<file path="src/rtl/muldiv_pkg.sv">
// rtl/muldiv_pkg.sv - shared constants and state type for the RV32M multiply/divide sequencer
package muldiv_pkg;

   localparam int DEF_XLEN = 32;

   localparam logic [6:0] OPC_OP    = 7'b0110011;
   localparam logic [6:0] F7_MULDIV = 7'b0000001;

   localparam logic [2:0] F3_MUL    = 3'b000;
   localparam logic [2:0] F3_MULH   = 3'b001;
   localparam logic [2:0] F3_MULHSU = 3'b010;
   localparam logic [2:0] F3_MULHU  = 3'b011;
   localparam logic [2:0] F3_DIV    = 3'b100;
   localparam logic [2:0] F3_DIVU   = 3'b101;
   localparam logic [2:0] F3_REM    = 3'b110;
   localparam logic [2:0] F3_REMU   = 3'b111;

   typedef enum logic [1:0] {
      IDLE = 2'd0,
      CALC = 2'd1,
      FIX  = 2'd2,
      DONE = 2'd3
   } state_e;

endpackage

</file>
<file path="src/rtl/muldiv_step.sv">
// rtl/muldiv_step.sv - one radix-2 iteration: shift-add multiply or restoring shift-subtract divide
module muldiv_step
   import muldiv_pkg::*;
#(
   parameter int XLEN = DEF_XLEN
) (
   input  logic                is_div_i,
   input  logic [2*XLEN-1:0]   acc_i,
   input  logic [XLEN-1:0]     opnd_i,
   output logic [2*XLEN-1:0]   acc_o
);

   logic [XLEN:0] sum;
   logic [XLEN:0] shifted;
   logic [XLEN:0] diff;

   // Multiply: acc = {partial product high, remaining multiplier bits}.
   // Divide:   acc = {partial remainder, dividend bits becoming quotient bits}.
   assign sum     = {1'b0, acc_i[2*XLEN-1:XLEN]} + {1'b0, opnd_i};
   assign shifted = acc_i[2*XLEN-1:XLEN-1];
   assign diff    = shifted - {1'b0, opnd_i};

   always_comb begin
      acc_o = acc_i;
      if (is_div_i) begin
         if (diff[XLEN]) begin
            acc_o = {shifted[XLEN-1:0], acc_i[XLEN-2:0], 1'b0};
         end else begin
            acc_o = {diff[XLEN-1:0], acc_i[XLEN-2:0], 1'b1};
         end
      end else if (acc_i[0]) begin
         acc_o = {sum, acc_i[XLEN-1:1]};
      end else begin
         acc_o = {1'b0, acc_i[2*XLEN-1:1]};
      end
   end

endmodule

</file>
<file path="src/rtl/muldiv_sequencer.sv">
// rtl/muldiv_sequencer.sv - iterative RV32M multiply/divide unit with core stall and done pulse
module muldiv_sequencer
   import muldiv_pkg::*;
#(
   parameter int XLEN  = DEF_XLEN,
   parameter int CNT_W = $clog2(XLEN) + 1
) (
   input  logic              clk,
   input  logic              rst_n,
   input  logic              start,
   input  logic [2:0]        funct3,
   input  logic [XLEN-1:0]   op_a,
   input  logic [XLEN-1:0]   op_b,
   input  logic              flush,
   output logic              busy,
   output logic              stall,
   output logic              done,
   output logic [XLEN-1:0]   result
);

   state_e              state_q;
   logic [2:0]          f3_q;
   logic                neg_q;
   logic [XLEN-1:0]     opnd_q;
   logic [2*XLEN-1:0]   acc_q;
   logic [2*XLEN-1:0]   acc_d;
   logic [CNT_W-1:0]    cnt_q;
   logic [XLEN-1:0]     result_q;
   logic                done_q;
   logic                busy_q;

   logic                a_signed, b_signed, sa, sb;
   logic [XLEN-1:0]     a_mag, b_mag;
   logic                cap_neg, div_zero, div_ovf;
   logic [2*XLEN-1:0]   mul_full;
   logic [XLEN-1:0]     mul_res, div_word, div_res, fix_res;

   assign a_signed = (funct3 == F3_MULH) || (funct3 == F3_MULHSU) ||
                     (funct3 == F3_DIV)  || (funct3 == F3_REM);
   assign b_signed = (funct3 == F3_MULH) || (funct3 == F3_DIV) || (funct3 == F3_REM);
   assign sa       = a_signed & op_a[XLEN-1];
   assign sb       = b_signed & op_b[XLEN-1];
   assign a_mag    = sa ? -op_a : op_a;
   assign b_mag    = sb ? -op_b : op_b;
   // Remainder takes the dividend's sign; product and quotient take sa^sb.
   assign cap_neg  = (funct3[2] & funct3[1]) ? sa : (sa ^ sb);
   assign div_zero = funct3[2] && (op_b == '0);
   assign div_ovf  = funct3[2] && !funct3[0] && (op_b == '1) &&
                     (op_a == {1'b1, {(XLEN-1){1'b0}}});

   muldiv_step #(.XLEN(XLEN)) u_step (
      .is_div_i (f3_q[2]),
      .acc_i    (acc_q),
      .opnd_i   (opnd_q),
      .acc_o    (acc_d)
   );

   assign mul_full = neg_q ? -acc_q : acc_q;
   assign mul_res  = (f3_q[1:0] == 2'b00) ? mul_full[XLEN-1:0] : mul_full[2*XLEN-1:XLEN];
   assign div_word = f3_q[1] ? acc_q[2*XLEN-1:XLEN] : acc_q[XLEN-1:0];
   assign div_res  = neg_q ? -div_word : div_word;
   assign fix_res  = f3_q[2] ? div_res : mul_res;

   always_ff @(posedge clk or negedge rst_n) begin
      if (!rst_n) begin
         state_q  <= IDLE;
         f3_q     <= '0;
         neg_q    <= 1'b0;
         opnd_q   <= '0;
         acc_q    <= '0;
         cnt_q    <= '0;
         result_q <= '0;
         done_q   <= 1'b0;
         busy_q   <= 1'b0;
      end else begin
         done_q <= 1'b0;
         unique case (state_q)
            IDLE: begin
               if (start && !flush) begin
                  f3_q   <= funct3;
                  cnt_q  <= '0;
                  busy_q <= 1'b1;
                  // Special cases are preloaded so FIX selects them with no sign fix-up.
                  if (div_zero) begin
                     acc_q   <= {op_a, {XLEN{1'b1}}};
                     neg_q   <= 1'b0;
                     state_q <= FIX;
                  end else if (div_ovf) begin
                     acc_q   <= {{XLEN{1'b0}}, 1'b1, {(XLEN-1){1'b0}}};
                     neg_q   <= 1'b0;
                     state_q <= FIX;
                  end else begin
                     acc_q   <= {{XLEN{1'b0}}, a_mag};
                     opnd_q  <= b_mag;
                     neg_q   <= cap_neg;
                     state_q <= CALC;
                  end
               end
            end
            CALC: begin
               if (flush) begin
                  state_q <= IDLE;
                  busy_q  <= 1'b0;
               end else begin
                  acc_q <= acc_d;
                  cnt_q <= cnt_q + CNT_W'(1);
                  if (cnt_q == CNT_W'(XLEN-1)) begin
                     state_q <= FIX;
                  end
               end
            end
            FIX: begin
               if (flush) begin
                  state_q <= IDLE;
                  busy_q  <= 1'b0;
               end else begin
                  result_q <= fix_res;
                  done_q   <= 1'b1;
                  state_q  <= DONE;
               end
            end
            DONE: begin
               state_q <= IDLE;
               busy_q  <= 1'b0;
            end
         endcase
      end
   end

   assign busy   = busy_q;
   assign done   = done_q;
   assign result = result_q;
   assign stall  = ((state_q == IDLE) && start && !flush) || (state_q == CALC) || (state_q == FIX);

endmodule

</file>
<file path="config.mk">
export PLATFORM = sky130hd
export DESIGN_NAME = muldiv_sequencer
export DESIGN_NICKNAME = d
export VERILOG_FILES = /design/src/rtl/muldiv_pkg.sv /design/src/rtl/muldiv_step.sv /design/src/rtl/muldiv_sequencer.sv
export SDC_FILE = /design/constraint.sdc
export NUM_CORES = 1
export LEC_CHECK = 0
export BUFFER_PORTS_ARGS = -buffer_cell sky130_fd_sc_hd__buf_2
export CORE_MARGIN = 1
export CORE_UTILIZATION = 60
export DETAILED_ROUTE_END_ITERATION = 10
export MAX_ROUTING_LAYER = met4
export PLACE_DENSITY = 0.79
export SYNTH_ARGS = -nofsm -noshare
export SYNTH_HDL_FRONTEND = slang
export SYNTH_SLANG_ARGS = --single-unit
</file>
<file path="constraint.sdc">
create_clock -name clk -period 7.7 [get_ports clk]
set_input_delay 0.77 -clock clk [delete_from_list [all_inputs] [get_ports clk]]
set_output_delay 0.77 -clock clk [all_outputs]
set_load 0.01 [all_outputs]
</file>
Word level (Yosys, flattened, before mapping):

Cells that the tools add are included.

* add/subtract/negate cells: 7
* multiply operators: 0
* divide/modulo/power cells: 0
* $lt $le $gt $ge: 0
* eq/ne operators: 14
* shifts and indexed selects: 0
* mux-type cells: 33
* bitwise logic cells: 7
* reduce and logical (&&, ||, !) cells: 27

Operators by type and width (count)
* $mux W64: 7
* $mux W32: 7
* $pmux W64 S2: 1
* $neg A32 Y32: 3
* $eq A32 B32 Y1 const B: 2
* $neg A64 Y64: 1
* $add A32 B32 Y33: 1
* $sub A33 B32 Y33: 1
* $logic_not A32 Y1: 1
* $mux W2: 6
* $mux W6: 2
* $pmux W6 S2: 1
* $pmux W2 S4: 1
* $reduce_and A2 Y1: 4
* $logic_and A1 B1 Y1: 7
* $logic_or A1 B1 Y1: 7
* $mux W1: 7
* $add A6 B1 Y6 const B: 1
* $eq A3 B3 Y1 const B: 2
* $eq A6 B5 Y1 const B: 1
* $eq A2 B2 Y1 const B: 2
* $logic_not A2 Y1: 2
* $ne A2 B2 Y1 const B: 2
* $reduce_and A4 Y1: 1
* 13 further kinds: 18

* register bits: 142
* latch bits: 0
* RAM bits: 0
* memory bits (read-only): 0
* bits of input ports: 71
* logic and storage cells: 97
* memories kept: 0

Logic depth before layout (Yosys ltp):

Gate-level depths: netlist of run 1.

* depth after elaboration: 10
* mapped depth: 15
* mapped depth without buffers: 12

Cells and area by module:

Synthesis of run 1 repeated with hierarchy kept, for this count alone.

* cell total of the unflattened synthesis: 2091
* area total of the unflattened synthesis: 15778.9 um2

By module, submodules not included
* muldiv_sequencer: times used 1, cells an instance 1399, area each 10931.7 um2, sequential area each 3553.4 um2
* muldiv_step: times used 1, cells an instance 692, area each 4847.1 um2, sequential area each 0.0 um2

Worst setup path after synthesis of run 1:

Ideal clock, no wire load.

* kind: register to register
* start point: register acc_q[0]
* end point: register result_q[20] (netlist: result[20])
* library setup time: 78 ps
* arrival: 3624 ps
* path slack: 3998 ps
* stages on the path, launching flop included: 15
* buffers on the path: 3
* period minus slack after synthesis: 3702 ps
* path through: dfrtp_1 > inv_1 > clkbuf_1 > clkbuf_1 > ha_1 > nor4b_1 > nand4_1 > or3_1 > buf_2 > or4_4 > o21ai_2 > xor2_1 > a2111oi_1 > a21oi_1 > o21ai_1

* word-level cells in the longest chain between the ends: 4
* elaborated cells on any way between the ends: 7
* those cells by class: add/sub (2); mux (5)

Ends and longest elaborated chain
* start: declaration: line muldiv_sequencer.sv:25 `logic [2*XLEN-1:0] acc_q;`
* start signal: assignment: line muldiv_sequencer.sv:85 `acc_q <= {op_a, {XLEN{1'b1}}};`
* start signal: assignment: line muldiv_sequencer.sv:89 `acc_q <= {{XLEN{1'b0}}, 1'b1, {(XLEN-1){1'b0}}};`
* start signal: assignment: line muldiv_sequencer.sv:93 `acc_q <= {{XLEN{1'b0}}, a_mag};`
* $neg A64 Y64 or $mux W32 (tied branches): line muldiv_sequencer.sv:58, muldiv_sequencer.sv:60
* $mux W64 or $neg A32 Y32 (tied branches): line muldiv_sequencer.sv:58, muldiv_sequencer.sv:61
* $mux W32, on equally long branches: line muldiv_sequencer.sv:59, muldiv_sequencer.sv:61
* $mux W32 *: line muldiv_sequencer.sv:62 `assign fix_res = f3_q[2] ? div_res : mul_res;`
* end signal: assignment: line muldiv_sequencer.sv:117 `result_q <= fix_res;`
* end: declaration: line muldiv_sequencer.sv:28 `logic [XLEN-1:0] result_q;`

Every way passes the cells marked *; elsewhere a longest branch is shown, timed or not.
A chain may end at the register's enable or synchronous reset.

Worst setup path in the final report of run 1:

* start point: input port op_a[5]
* end point: register opnd_q[1]

* word-level cells in the longest chain between the ends: 4

Ends and longest elaborated chain
* start: declaration: line muldiv_sequencer.sv:12 `input logic [XLEN-1:0] op_a,`
* $eq A32 B32 Y1: line muldiv_sequencer.sv:49 `(op_a == {1'b1, {(XLEN-1){1'b0}}});`
* $logic_and A1 B1 Y1: line muldiv_sequencer.sv:48 `assign div_ovf = funct3[2] && !funct3[0] && (op_b == '1) &&`
* $not A1 Y1 (no line)
* $reduce_and A4 Y1 (no line)
* end signal: assignment: line muldiv_sequencer.sv:94 `opnd_q <= b_mag;`
* end: declaration: line muldiv_sequencer.sv:24 `logic [XLEN-1:0] opnd_q;`

Every way passes these cells.

==> results of run 1 <==
-- registers in the layout, summed over array words and instances, names as in the netlist --
name / cells
acc_q: 64
f3_q: 3
neg_q: 1
opnd_q: 32
done: 1
state_q: 2
cnt_q: 6
result: 32
busy: 1
-- synth_stat cells (13+ instances only) --
master | instances | area share (%)
or3_1 | 33 | 1.3
nor3_1 | 53 | 1.7
o21ai_0 | 133 | 4.2
mux2i_1 | 73 | 4.6
a21oi_1 | 211 | 6.7
nand2_1 | 224 | 5.3
xor2_1 | 90 | 5.0
nand4_1 | 32 | 1.3
nor2b_1 | 13 | 0.51
clkbuf_1 | 139 | 3.3
mux2_2 | 17 | 1.2
nand3_1 | 55 | 1.7
xnor2_1 | 105 | 5.8
and3_1 | 19 | 0.75
a221o_1 | 13 | 0.82
buf_2 | 15 | 0.47
o211ai_1 | 21 | 1.0
buf_1 | 21 | 0.50
nand2b_1 | 14 | 0.55
ha_1 | 74 | 5.8
a221oi_1 | 21 | 1.2
a31oi_1 | 23 | 0.91
o41ai_1 | 16 | 0.89
dfrtp_1 | 142 | 22
nor2_1 | 179 | 4.2
o311ai_0 | 14 | 0.77
o31ai_1 | 43 | 2.0
a21o_1 | 47 | 2.2
a211oi_1 | 23 | 1.1
inv_1 | 63 | 1.5
nor4_1 | 25 | 0.99
-- power by group through the flow --
stage / clock (W) / sequential [W] / combinational, W
final: 0.000847 / 0.00179 / 0.00594
after global routing: 0.000877 / 0.00182 / 0.00649
after floorplan: 0 / 0.00131 / 0.00464
after global placement: 0 / 0.00175 / 0.00568
after detailed placement: 0 / 0.00176 / 0.00575
after CTS: 0.000852 / 0.00175 / 0.00579
-- layer usage --
metal	wire (um)	vias up	GRT usage [%]
met5	0	-	-
met4	2080	0	17.4
met3	6880	168	10.2
met2	25200	1060	64.7
met1	23700	8053	58.7
li1	-	7697	-
-- critical path: stages --
cell and delay [ns]:
buf_2 0.14, or3_1 0.42, or4_1 0.70, nor4_2 0.62, nor4b_4 0.94, or3_2 0.94
o21ai_0 0.23
-- placed cells by master, fill, tap and decap left out, types with 32 or more instances in the layout --
cell,instances
nor3_1,53
nand4_1,32
xor2_1,89
dfrtp_1,139
a21oi_1,211
nor2_1,177
or3_1,32
inv_1,63
ha_1,73
buf_2,104
mux2i_1,73
nand3_1,55
o31ai_1,43
nand2_1,224
a21o_1,47
o21ai_0,133
xnor2_1,104
-- how the worst min path moves through the flow --
stage,startpoint,to,depth (start not counted)
6_report,rst_n,opnd_q[7],1
5_1_grt,rst_n,opnd_q[4],1
4_1_cts,rst_n,opnd_q[4],1
3_5_place_dp,result[30],result[30],2
3_3_place_gp,result[0],result[0],2
2_1_floorplan,rst_n,acc_q[0],0
-- cells by family after synthesis --
kind of cell | count (synthesis) | share of synthesized area (%)
DFF | 142 | 22.5
muxes | 90 | 5.83
AOI/OAI and AO/OA | 668 | 27.3
and+or+nand+nor | 709 | 21.6
buffers and inverters | 241 | 5.91
xor gates and xnor gates | 195 | 10.8
adders and majority gates | 76 | 6.10
-- cell type report --
cell class | count | share of cell area [%]
multi-input cells | 1738 | 67.5
flip-flops and latches | 142 | 21.1
clock buffers | 17 | 2.52
diodes | 6 | 0.0891
clock inverters | 15 | 0.839
inverters | 64 | 1.43
repair buffers | 124 | 4.00
well taps | 335 | 2.49
-- stage by stage --
step           hold WS (ns)  total power, W  setup WS [ns]  cells
6_report              0.345         0.00858           3.15   2441
5_1_grt               0.410         0.00919           2.90   2441
4_1_cts               0.377         0.00839           3.27   2435
3_5_place_dp          0.465         0.00751           2.83   2403
3_3_place_gp          0.454         0.00742           2.92   2403
2_1_floorplan         0.466         0.00595           4.00   2121
==> results.md, run 1 <==
- Initial Util: 60.9%
- Largest net degree at the start of global routing: 89
- Residual DRC: 0
- Average routed wire per standard cell: 23.7 um
- Die Ht: 164 um
- Sequential element share of the synthesized area: 22.5%
- Reg area: 0.00356 mm2
- Pint: 0.00380 W
- CP startpoint: op_a[5]
- Top_reg_cell synth: dfrtp_1
- Final Hold Fails: 0
- Die width: 164 um
- Fin area: 0.0169 mm2
- Clock Sinks: 142
- R2r startpoint: acc_q[38]
- Avg Inst Size Synth: 7.46 um2
- Postcts setup bufs: 0
- CTS resizes: 0
- Routed WL: 57.9 mm
- YS warnings: 0
- Minimum clock period: 4.55 ns
- R2R setup slack: 3.32 ns
- Leak: 7.23 nW
- First-pass GRT wire length: 88.6 mm
- RSZ-0062 raised after global routing: no
- Cts hold-fix bufs: 0
- Port Buffers: 105
- Flop pwr share: 20.8%
- Post-route ant nets: 0
- Rows: 59
- DP HPWL: 43.2 mm
- Run status: finished, final reports clean
- Synthesized area: 0.0158 mm2
- Slew Limit Headroom: 11.6%
- Core Area: 0.0260 mm2
- CTS tree: done
- Initial antenna violation count: 7
- Syn nets: 2,268
- GRT Resource Usage Total: 44.2%
- Vias in the first global route: 15,540
- GR Overflow Total: 0
- I/O pin cnt: 106
- DIE AREA: 0.0270 mm2
- Setup TNS: 0 ns
- Logic pwr share: 69.3%
- RR Endpoint: acc_q[62]
- Max Cap Violations: 0
- Fmax: 0.220 GHz
- Slew Viols, Final: 0
- P&R area growth vs syn: 6.51%
- Critical setup path kind: in -> reg
- Distinct cells, synth: 84
- Endpoint class of the critical path: flop
- Clock Power Share: 9.9%
- Power Dens Cells: 509 mW/mm2
- CTS root buf: clkbuf_16
- Area of the multi-input gates: 0.0114 mm2
- R2R cell count: 11
- Worst Setup EP: opnd_q[1]
- Startpoint Class: input port
- Post-Syn Instances: 2,121
- H-tree Lvls: 4
- Layout Nets: 2,234
- Post-DP Area: 0.0163 mm2
- Clock Pin Slew Worst Setup and Hold Paths: 0.07 ns
- DR pass1 iterations: 6
- Worst Path Required: 7.98 ns
- Sw Share: 55.7%
- Final setup violation count: 0
- HP Class: in -> async
- Layout cell share with drive strength beyond 1: 10.2%
- Drt via density: 6.96
- Post-layout util: 64.9%
- Tcrit/Tclk final: 59.1%
- EDFF count, synth: 0
- Asr flop ratio synth: 100%
- Final RePlAce weighted congestion: 1.01
- Tightest Pin Transition: 1.32 ns
- Max VDD drop: 0.805 mV
- Worst-Skew Late Latency: 0.45 ns
- # fillers: 2,346
- Num CTS Buffers: 17
- Worst Clk Skew: 0.0154 ns
- Starting DRT DRC Count: 2,292
- CTS Buffer Depth: 2
- Synthesized flop and latch total: 142
- Arr. time, crit path: 4.83 ns
- Vias: 16,978
- P_sw: 0.00478 W
- Crit-path max FO: 64
Power figures use the tool's default switching activity.
==> run 2: changes to the inputs <==
==> constraint.sdc (replaced) <==
create_clock -name clk -period 4.7 [get_ports clk]
set_input_delay 0.47 -clock clk [delete_from_list [all_inputs] [get_ports clk]]
set_output_delay 0.47 -clock clk [all_outputs]
set_load 0.01 [all_outputs]
==> run 2 against run 1 <==
Design area increased by 2.4%. Count of clock-buffer cells in the layout unchanged. Total power rose by 71%. Critical path type is now reg -> reg. Sequential power increased by 50%. First-iteration DRC count is 5.8% higher. Largest cell class unchanged. Utilization increased by 1.5 points.
==> results.md, run 2 (synthesis gave the netlist of run 1 again) <==
- HP Class: in -> async
- Residual DRC: 0 (unchanged)
- Logic pwr share: 71.0% (+1.7 points)
- Initial antenna violation count: 0 (-7)
- Reg with most FFs: acc_q
- Starting DRT DRC Count: 2,426 (+5.8%)
- Arr. time, crit path: 4.70 ns (-0.13 ns)
- Layout Nets: 2,278 (+2.0%)
- Most frequent cells in the layout: nand2_1 (224), a21oi_1 (211), nor2_1 (178)
- CP dominant cell by count: a21oi_1
- Clock Power Share: 10.7% (+0.8 points)
- DP HPWL: 45.1 mm (+4.4%)
- Post-DP Area: 0.0166 mm2 (+2.1%)
- Die Ht: 164 um (unchanged)
- Endpoint class of the critical path: flop
- I/O pin cnt: 106 (unchanged)
- GR Overflow Total: 0 (unchanged)
- Rows: 59 (unchanged)
- P_sw: 0.00804 W (+68%)
- Post-route ant nets: 0 (unchanged)
- Num CTS Buffers: 17 (unchanged)
- Max VDD drop: 0.598 mV (-26%)
- Startpoint Class: flop
- Minimum clock period: 4.38 ns
- Slew Limit Headroom: 9.44% (-2.1 points)
- Cells along the critical path: inv_1 > ha_1 > fa_1 > nand2b_1 > a21oi_1 > a21oi_1 > o21ai_1 > a221oi_2 > xnor2_2 > mux2i_1 > a211oi_1 > a221o_1
- Sw Share: 54.9% (-0.84 points)
- Tcrit/Tclk final: 93.2%
- Crit-path slowest cell: xnor2_2
- Final Hold Fails: 0 (unchanged)
- Cts hold-fix bufs: 0 (unchanged)
- Commonest non-fill, non-tap cell in the layout: nand2_1
- Flop pwr share: 18.3% (-2.5 points)
- Setup TNS: 0 ns (unchanged)
- Layout cell share with drive strength beyond 1: 12.0% (+1.8 points)
- Pint: 0.00661 W (+74%)
- Drt via density: 6.94 (-0.22%)
- ANT cells: 0 (-6)
- CTS root buf: clkbuf_16
- Top delay family on crit path: compound AO/OA/AOI/OAI gates
- Postcts setup bufs: 0 (unchanged)
- Crit-path max FO: 17 (-73%)
- Routed WL: 59.7 mm (+3.0%)
- Final setup violation count: 0 (unchanged)
- Fin area: 0.0173 mm2 (+2.4%)
- Clock Pin Slew Worst Setup and Hold Paths: 0.08 ns (about the same)
- Critical setup path kind: reg -> reg
- Max Cap Violations: 0 (unchanged)
- RSZ-0062 raised after global routing: no
- Tightest Pin Transition: 1.35 ns (+0.0280 ns)
- Worst Path Buf+Inv: 1 (unchanged)
- Worst Path Required: 5.02 ns (-2.96 ns)
- Max reg flops: 64 (unchanged)
- Largest net degree at the start of global routing: 83 (-6.7%)
- Fmax: 0.228 GHz
- Vias in the first global route: 15,406 (-0.86%)
- Final RePlAce weighted congestion: 1.03 (+1.6%)
- First-pass GRT wire length: 89.6 mm (+1.2%)
- P&R area growth vs syn: 9.04%
- Worst-Skew Late Latency: 0.45 ns (about the same)
- Vias: 17,205 (+1.3%)
- Leak: 7.49 nW (+3.6%)
- Clock Sinks: 142 (unchanged)
- CTS Buffer Depth: 2 (unchanged)
- CTS resizes: 0 (unchanged)
- H-tree Lvls: 4 (unchanged)
- DR pass1 iterations: 6 (unchanged)
- CP peak stage delay: 1.06 ns (+0.12 ns)
- DIE AREA: 0.0270 mm2 (unchanged)
- Initial Util: 60.9% (unchanged)
- GRT Resource Usage Total: 45.3% (+1.1 points)
- Die width: 164 um (unchanged)
- Average routed wire per standard cell: 24.1 um (+1.5%)
- Slew Viols, Final: 0 (unchanged)
- Core Area: 0.0260 mm2 (unchanged)
- Worst Clk Skew: 0.0211 ns (+0.00573 ns)
- Run status: finished, final reports clean
- CTS tree: done
- Power Dens Cells: 849 mW/mm2 (+67%)
- Port Buffers: 105 (unchanged)
## run 2: cell count changes in the layout (fill, tap and decap cells not counted), moves of 2 or more
| cell | previous run | this run |
|---|---|---|
| buf_4 | 19 | 61 |
| diode_2 | 6 | 0 |
| inv_6 | 9 | 5 |
| bufinv_16 | 0 | 3 |
| buf_12 | 0 | 2 |
| inv_8 | 3 | 5 |
## run 2: power groups by stage
stage | clock network (W) | registers (W) | logic [W]
2_1_floorplan | 0 | 0.00215 | 0.00759
3_3_place_gp | 0 | 0.00263 | 0.00990
3_5_place_dp | 0 | 0.00265 | 0.0100
4_1_cts | 0.00156 | 0.00263 | 0.0101
5_1_grt | 0.00160 | 0.00272 | 0.0112
6_report | 0.00156 | 0.00268 | 0.0104
## run 2: per-layer routing
metal	vias up	global-route usage, %	routed length (um)
met2	1150	65.5	25100
met4	0	19.5	2890
met3	225	10.1	7340
met5	-	-	0
li1	7774	-	-
met1	8056	60.6	24300
## run 2: metrics by stage
stage / hold WS [ns] / std cells / setup slack (ns) / utilization [%] / power, W
after global placement: 0.449 / 2447 / 0.556 / 63.9 / 0.0125
after detailed placement: 0.456 / 2447 / 0.456 / 63.9 / 0.0127
after global routing: 0.166 / 2479 / 0.104 / 66.4 / 0.0156
after CTS: 0.131 / 2479 / 0.426 / 66.4 / 0.0143
final: 0.0947 / 2479 / 0.320 / 66.4 / 0.0146
after floorplan: 0.174 / 2121 / 0.998 / - / 0.00975
## run 2: final cells by class
cell class	instances	area (um2)
Clock buffer	17	425
Clock inverter	15	215
Fill cell	2381	8730
Inverter	64	240
Multi-Input combinational cell	1738	11400
Sequential cell	142	3560
Tap cell	335	419
Timing Repair Buffer	168	1030
## run 2: final timing paths
path | cells after the start | slack (ns) | from | to
worst max-delay path | 12 | 0.32 | acc_q[31] | acc_q[38]
worst min-delay path | 1 | 0.09 | rst_n | opnd_q[5]
worst max register to register | 12 | 0.32 | acc_q[31] | acc_q[38]
worst min register to register | 2 | 0.47 | result[0] | result[0]
max in group asynchronous | 2 | 3.53 | rst_n | f3_q[2]
min in group clk | 2 | 0.33 | funct3[1] | f3_q[1]
